File: config.mk
export PLATFORM = sky130hd
export DESIGN_NAME = i2_class_arbiter
export DESIGN_NICKNAME = d
export VERILOG_FILES = /design/src/rtl/i2_class_arbiter.sv
export SDC_FILE = /design/constraint.sdc
export NUM_CORES = 1
export LEC_CHECK = 0
export BUFFER_PORTS_ARGS = -buffer_cell sky130_fd_sc_hd__buf_2
export CAP_MARGIN = 5
export CELL_PAD_IN_SITES_DETAIL_PLACEMENT = 0
export CELL_PAD_IN_SITES_GLOBAL_PLACEMENT = 1
export CORE_MARGIN = 3
export CORE_UTILIZATION = 30
export CTS_CLUSTER_DIAMETER = 120
export CTS_CLUSTER_SIZE = 20
export DETAILED_ROUTE_END_ITERATION = 8
export HOLD_SLACK_MARGIN = 0.15
export PLACE_DENSITY = 0.81
export SLEW_MARGIN = 10
export SYNTH_ARGS = -nofsm -noshare
export SYNTH_HDL_FRONTEND = slang
export SYNTH_SLANG_ARGS = --single-unit
export TNS_END_PERCENT = 30
File: constraint.sdc
create_clock -name clk -period 3 [get_ports clk]
set_clock_uncertainty 0.2 [all_clocks]
set_input_delay 0.45 -clock clk [delete_from_list [all_inputs] [get_ports clk]]
set_output_delay 0.45 -clock clk [all_outputs]
set_load 0.01 [all_outputs]
File: src/rtl/i2_class_arbiter.sv
// i2_class_arbiter
//   Packet-locking round-robin write arbiter for one traffic class FIFO of
//   the i2 router. Chooses which of two input ports writes into the class
//   FIFO, steers the input mux and back-pressures the ports.
//
//   Optional feature: define I2_ARB_TIMEOUT_EN to abort a locked packet after
//   TIMEOUT idle cycles of the owning port. Without it, abort is tied to 0
//   and a lock is held indefinitely.
//
// Parameters
//   HEAD     head code this instance opens packets on (000 regular, 001 priority)
//   TIMEOUT  idle cycles in a locked packet before abort (2..255)
//
// Ports
//   clk            clock, rising edge
//   rst            synchronous active-low reset
//   input_req1/2   port 1/2 presents a valid flit
//   head1/2        port 1/2 flit type (data[15:13])
//   FIFO_full      class FIFO full
//   FIFO_wr        FIFO write strobe (combinational)
//   select         input mux select, 0 = port 1, 1 = port 2 (holds when idle)
//   input_bussy1/2 0 only in a cycle where that port's flit is written
//   lock           registered state: 00 IDLE, 01 LOCK1, 10 LOCK2
//   error          registered one-cycle pulse on a head flit inside a packet
//   abort          registered one-cycle pulse on lock timeout
//
// state | meaning
// ------+-------------------------------------------------------------
// IDLE  | no packet open; arbitrate head flits matching HEAD
// LOCK1 | port 1 owns the FIFO until its tail (or error/abort)
// LOCK2 | port 2 owns the FIFO until its tail (or error/abort)

module i2_class_arbiter #(
  parameter logic [2:0] HEAD    = 3'b000,
  parameter int         TIMEOUT = 16
) (
  input  logic       clk,
  input  logic       rst,
  input  logic       input_req1,
  input  logic       input_req2,
  input  logic [2:0] head1,
  input  logic [2:0] head2,
  input  logic       FIFO_full,
  output logic       FIFO_wr,
  output logic       select,
  output logic       input_bussy1,
  output logic       input_bussy2,
  output logic [1:0] lock,
  output logic       error,
  output logic       abort
);

  typedef enum logic [1:0] {
    IDLE  = 2'b00,
    LOCK1 = 2'b01,
    LOCK2 = 2'b10
  } state_t;

  localparam logic [2:0] TAIL = 3'b011;

  // Elaboration-time guard on the timeout range; also keeps TIMEOUT
  // referenced in builds without the timeout feature.
  if (TIMEOUT < 2 || TIMEOUT > 255) begin : g_bad_timeout
    $error("i2_class_arbiter: TIMEOUT out of range 2..255");
  end

  state_t state_q, state_d;
  logic   pref_q, pref_d;
  logic   select_q;
  logic   error_q, error_d;
  logic   abort_q, abort_d;
  logic   wr_int;
  logic   sel_now;
  logic   cand1, cand2, grant2;
  logic   own_req;
  logic   [2:0] own_head;
  logic   own_is_head;

`ifdef I2_ARB_TIMEOUT_EN
  localparam logic [7:0] TO_LAST = 8'(TIMEOUT - 1);
  logic [7:0] cnt_q, cnt_d;
`endif

  assign cand1 = input_req1 && (head1 == HEAD);
  assign cand2 = input_req2 && (head2 == HEAD);

  // Flit seen from the port that currently owns the lock.
  assign own_req     = (state_q == LOCK2) ? input_req2 : input_req1;
  assign own_head    = (state_q == LOCK2) ? head2 : head1;
  assign own_is_head = (own_head == 3'b000) || (own_head == 3'b001);

  always_comb begin
    state_d = state_q;
    pref_d  = pref_q;
    error_d = 1'b0;
    abort_d = 1'b0;
    wr_int  = 1'b0;
    sel_now = select_q;
    grant2  = 1'b0;
`ifdef I2_ARB_TIMEOUT_EN
    cnt_d   = cnt_q;
`endif

    case (state_q)
      IDLE: begin
        if (!FIFO_full && (cand1 || cand2)) begin
          grant2  = cand2 && (!cand1 || pref_q);
          wr_int  = 1'b1;
          sel_now = grant2;
          state_d = grant2 ? LOCK2 : LOCK1;
          pref_d  = !grant2;
`ifdef I2_ARB_TIMEOUT_EN
          cnt_d   = 8'd0;
`endif
        end
      end
      LOCK1, LOCK2: begin
        if (own_req && own_is_head) begin
          // New head inside an open packet: drop the lock, re-arbitrate.
          error_d = 1'b1;
          state_d = IDLE;
        end else if (own_req && !FIFO_full) begin
          wr_int  = 1'b1;
          sel_now = (state_q == LOCK2);
          if (own_head == TAIL) state_d = IDLE;
`ifdef I2_ARB_TIMEOUT_EN
          cnt_d   = 8'd0;
`endif
        end
`ifdef I2_ARB_TIMEOUT_EN
        else if (!own_req && !FIFO_full) begin
          if (cnt_q == TO_LAST) begin
            abort_d = 1'b1;
            state_d = IDLE;
          end else begin
            cnt_d = cnt_q + 8'd1;
          end
        end
`endif
      end
      default: state_d = IDLE;
    endcase
  end

  // No FIFO writes are issued while reset is held.
  assign FIFO_wr      = wr_int && rst;
  assign select       = FIFO_wr ? sel_now : select_q;
  assign input_bussy1 = !(FIFO_wr && !select);
  assign input_bussy2 = !(FIFO_wr && select);

  always_ff @(posedge clk) begin
    if (!rst) begin
      state_q  <= IDLE;
      pref_q   <= 1'b0;
      select_q <= 1'b0;
      error_q  <= 1'b0;
      abort_q  <= 1'b0;
`ifdef I2_ARB_TIMEOUT_EN
      cnt_q    <= 8'd0;
`endif
    end else begin
      state_q  <= state_d;
      pref_q   <= pref_d;
      select_q <= select;
      error_q  <= error_d;
      abort_q  <= abort_d;
`ifdef I2_ARB_TIMEOUT_EN
      cnt_q    <= cnt_d;
`endif
    end
  end

  assign lock  = state_q;
  assign error = error_q;
`ifdef I2_ARB_TIMEOUT_EN
  assign abort = abort_q;
`else
  assign abort = 1'b0;
`endif

endmodule

==> results.cfg <==
[drt]
drt-total-wl_microns = 1090
vias = 455
ant_nets = 0
drt_iter0_markers = 6
firstDrtPassIters = 4
vias_per_cell = 5.00
remaining_drc_errors = 0
wl_per_cell_microns = 12.0

[timing]
worst_slack_ns = 0.148
setup_viol = 0
fmax_mhz = 351
report.final.hold_viol_count = 0
fin_tns_setup_ns = 0
slew_violations = 0
rsz0062_at_grt = false
fin_crit_sh = 0.951
post-route-min-period_ns = 2.85

[critical_path]
path_buf_inv = 2
path_cells = inv_2, ha_4, nor3b_2, nor4_2, mux2_4, a221oi_4, nand2b_1, buf_2
critical_path.top_delay_family = simple AND/OR/NAND/NOR gates
critPathLaunchType = flip-flop
timing.critical_path.from = lock[0]
cp.required_ns = 2.35
setup.worst_path.end_class = primary output
r2r_start = lock[0]
crit_slowest_cell = dfxtp_2
crit_arrival_ns = 2.20
cpPeakStageDelay_ns = 0.35
crit_fanout = 6
worstSetupPathType = reg -> out

[cells_and_area]
diodes = 0
fin_area_sq_um = 631
syn_to_final_growth_pct = 33.3
finalNonFillerCells = 91
fin_util = 0.456
drive_gt1_frac = 0.461
nNetsFinal = 91
final_cell_mix = buf_2, nand2b_1, nand2_1, dfxtp_1
final_common_cell = buf_2

[yosys]
synthXorXnorAreaFrac = 0
synth_fp_nets = 68
synthCells = 54
synthSimpleGateAreaFrac = 0.302
synth-compound-area-share = 0.249
ys_seq_elements = 5
synth_cell_types = 29
ys_seq_area_frac = 0.212
synth.area.top_cells = dfxtp_1, ha_1, mux2i_1, or4b_4, a221oi_4
synthAdderAreaFrac = 0.0794
syn_area_per_cell_sq_um = 8.76
synthMuxAreaShare = 0.0873
yosys.area.top_type = dfxtp_1
synth_area_sq_um = 473
synth_top_family_by_area = simple AND/OR/NAND/NOR gates
yosysTopAreaCellShare = 0.212
yosysWarnings = 0

[cts]
clock_sinks = 5
clk_pin_slew_ns = 0.04
holdBufCountCts = 0
numCtsBuffers = 3
root_buffer = clkbuf_4
h-tree-depth = 1
cts_buffer_depth = 2
cts_tree = built
clk_latency_ns = 0.24

[floorplan]
pin_count = 19
die_area_sq_mm = 0.00209
core_sq_mm = 0.00138
rows = 13
fp.dieH_microns = 45.7
start_util = 0.342
die_w_microns = 45.7

[placement]
place_congestion = 0.802
place_ws_ns = 0.148
placedCellCount = 84
dp.final_hpwl_microns = 853
postPlaceCellArea_sq_um = 558
port_buffers = 17

[pwr]
p_per_area_mw_per_mm2 = 307
power_leakage_uw = 0.000254
peakVddDrop_mv = 0.282

[status]
status = completed

[global_route]
grt_pass1_vias = 413
grt_start_max_net_pins = 9
antenna_found_initial = 0
grt_pass1_wl_microns = 1700
grtUsageTotal = 0.117
grt-ovfl-total = 0

[hold_path]
holdCritStartpoint = lock[0]
min_path_type = reg -> reg

[flow_run]
max_cap_viol_count = 0
[routing by layer]
layer / vias to the layer above / track usage / routed length (microns)
li1: 238 / - / -
met1: 196 / 0.149 / 526
met2: 17 / 0.162 / 431
met3: 4 / 0.0632 / 117
met4: 0 / 0.0511 / 14
met5: - / 0 / 0
[report_power, final]
| part | internal (uW) | leakage (uW) | switching (uW) |
|---|---|---|---|
| clock | 50.4 | 0.0000150 | 28.8 |
| combinational | 20.6 | 0.000198 | 23.2 |
| sequential | 68.7 | 0.0000409 | 1.95 |
[flip-flops by register name, summed over array words and instances (netlist names)]
register,flops
select_q,1
lock,2
pref_q,1
error,1
[tightest hold or removal path, stage by stage (launching register included)]
cell	delay (ns)
dfxtp_2	0.33
nand2_1	0.05
o22ai_1	0.06
[final timing paths]
check / to / slack, ns / cells after the start
max: input_bussy2 / 0.15 / 8
min: lock[0] / 0.29 / 2
max reg2reg: select_q / 0.78 / 8
min reg2reg: lock[0] / 0.29 / 2
[metrics by stage]
step	power [uW]	hold WS [ns]
final	194	0.293
after global routing	206	0.318
after CTS	195	0.294
after detailed placement	111	0.305
after global placement	111	0.300
after floorplan	96.5	0.278
[area by class of cell]
cell class | count | area, sq um
fillers | 140 | 752
multi-input cells | 44 | 365
repair buffers | 20 | 108
flip-flops and latches | 5 | 101
clock buffers | 4 | 26.3
well taps | 15 | 18.8
inverters | 3 | 11.3
[cell families (layout without fill, tap and decap cells)]
logic type                 Yosys count  in the layout
AOI/OAI and AO/OA                   14             14
adders and majority gates            3              3
buffers and inverters                5             27
DFF                                  5              5
muxes                                4              4
other                                1              1
and+or+nand+nor                     22             22
[synthesized netlist by cell type, drive strengths merged]
cell type,n
dfxtp,5
a21oi,4
nand2,4
nand2b,4
nor2,4
ha,3
inv,3
mux2i,3
o21ai,3
buf,2
nor4,2
o21bai,2
o22ai,2
or4b,2
a21boi,1
a221oi,1
and4,1
conb,1
mux2,1
nand3,1
nand3b,1
nor2b,1
nor3,1
nor3b,1
o211a,1
[what timing repair did]
action | 4_1_cts | 5_1_grt
hold endpoints to repair | 0 | 0
gates resized for setup | 3 | 3
pin swaps | 2 | 2
setup buffers | 1 | 2
endpoints found under the setup margin | 3 | 3
No activity file was read; power rests on OpenSTA's default activity.
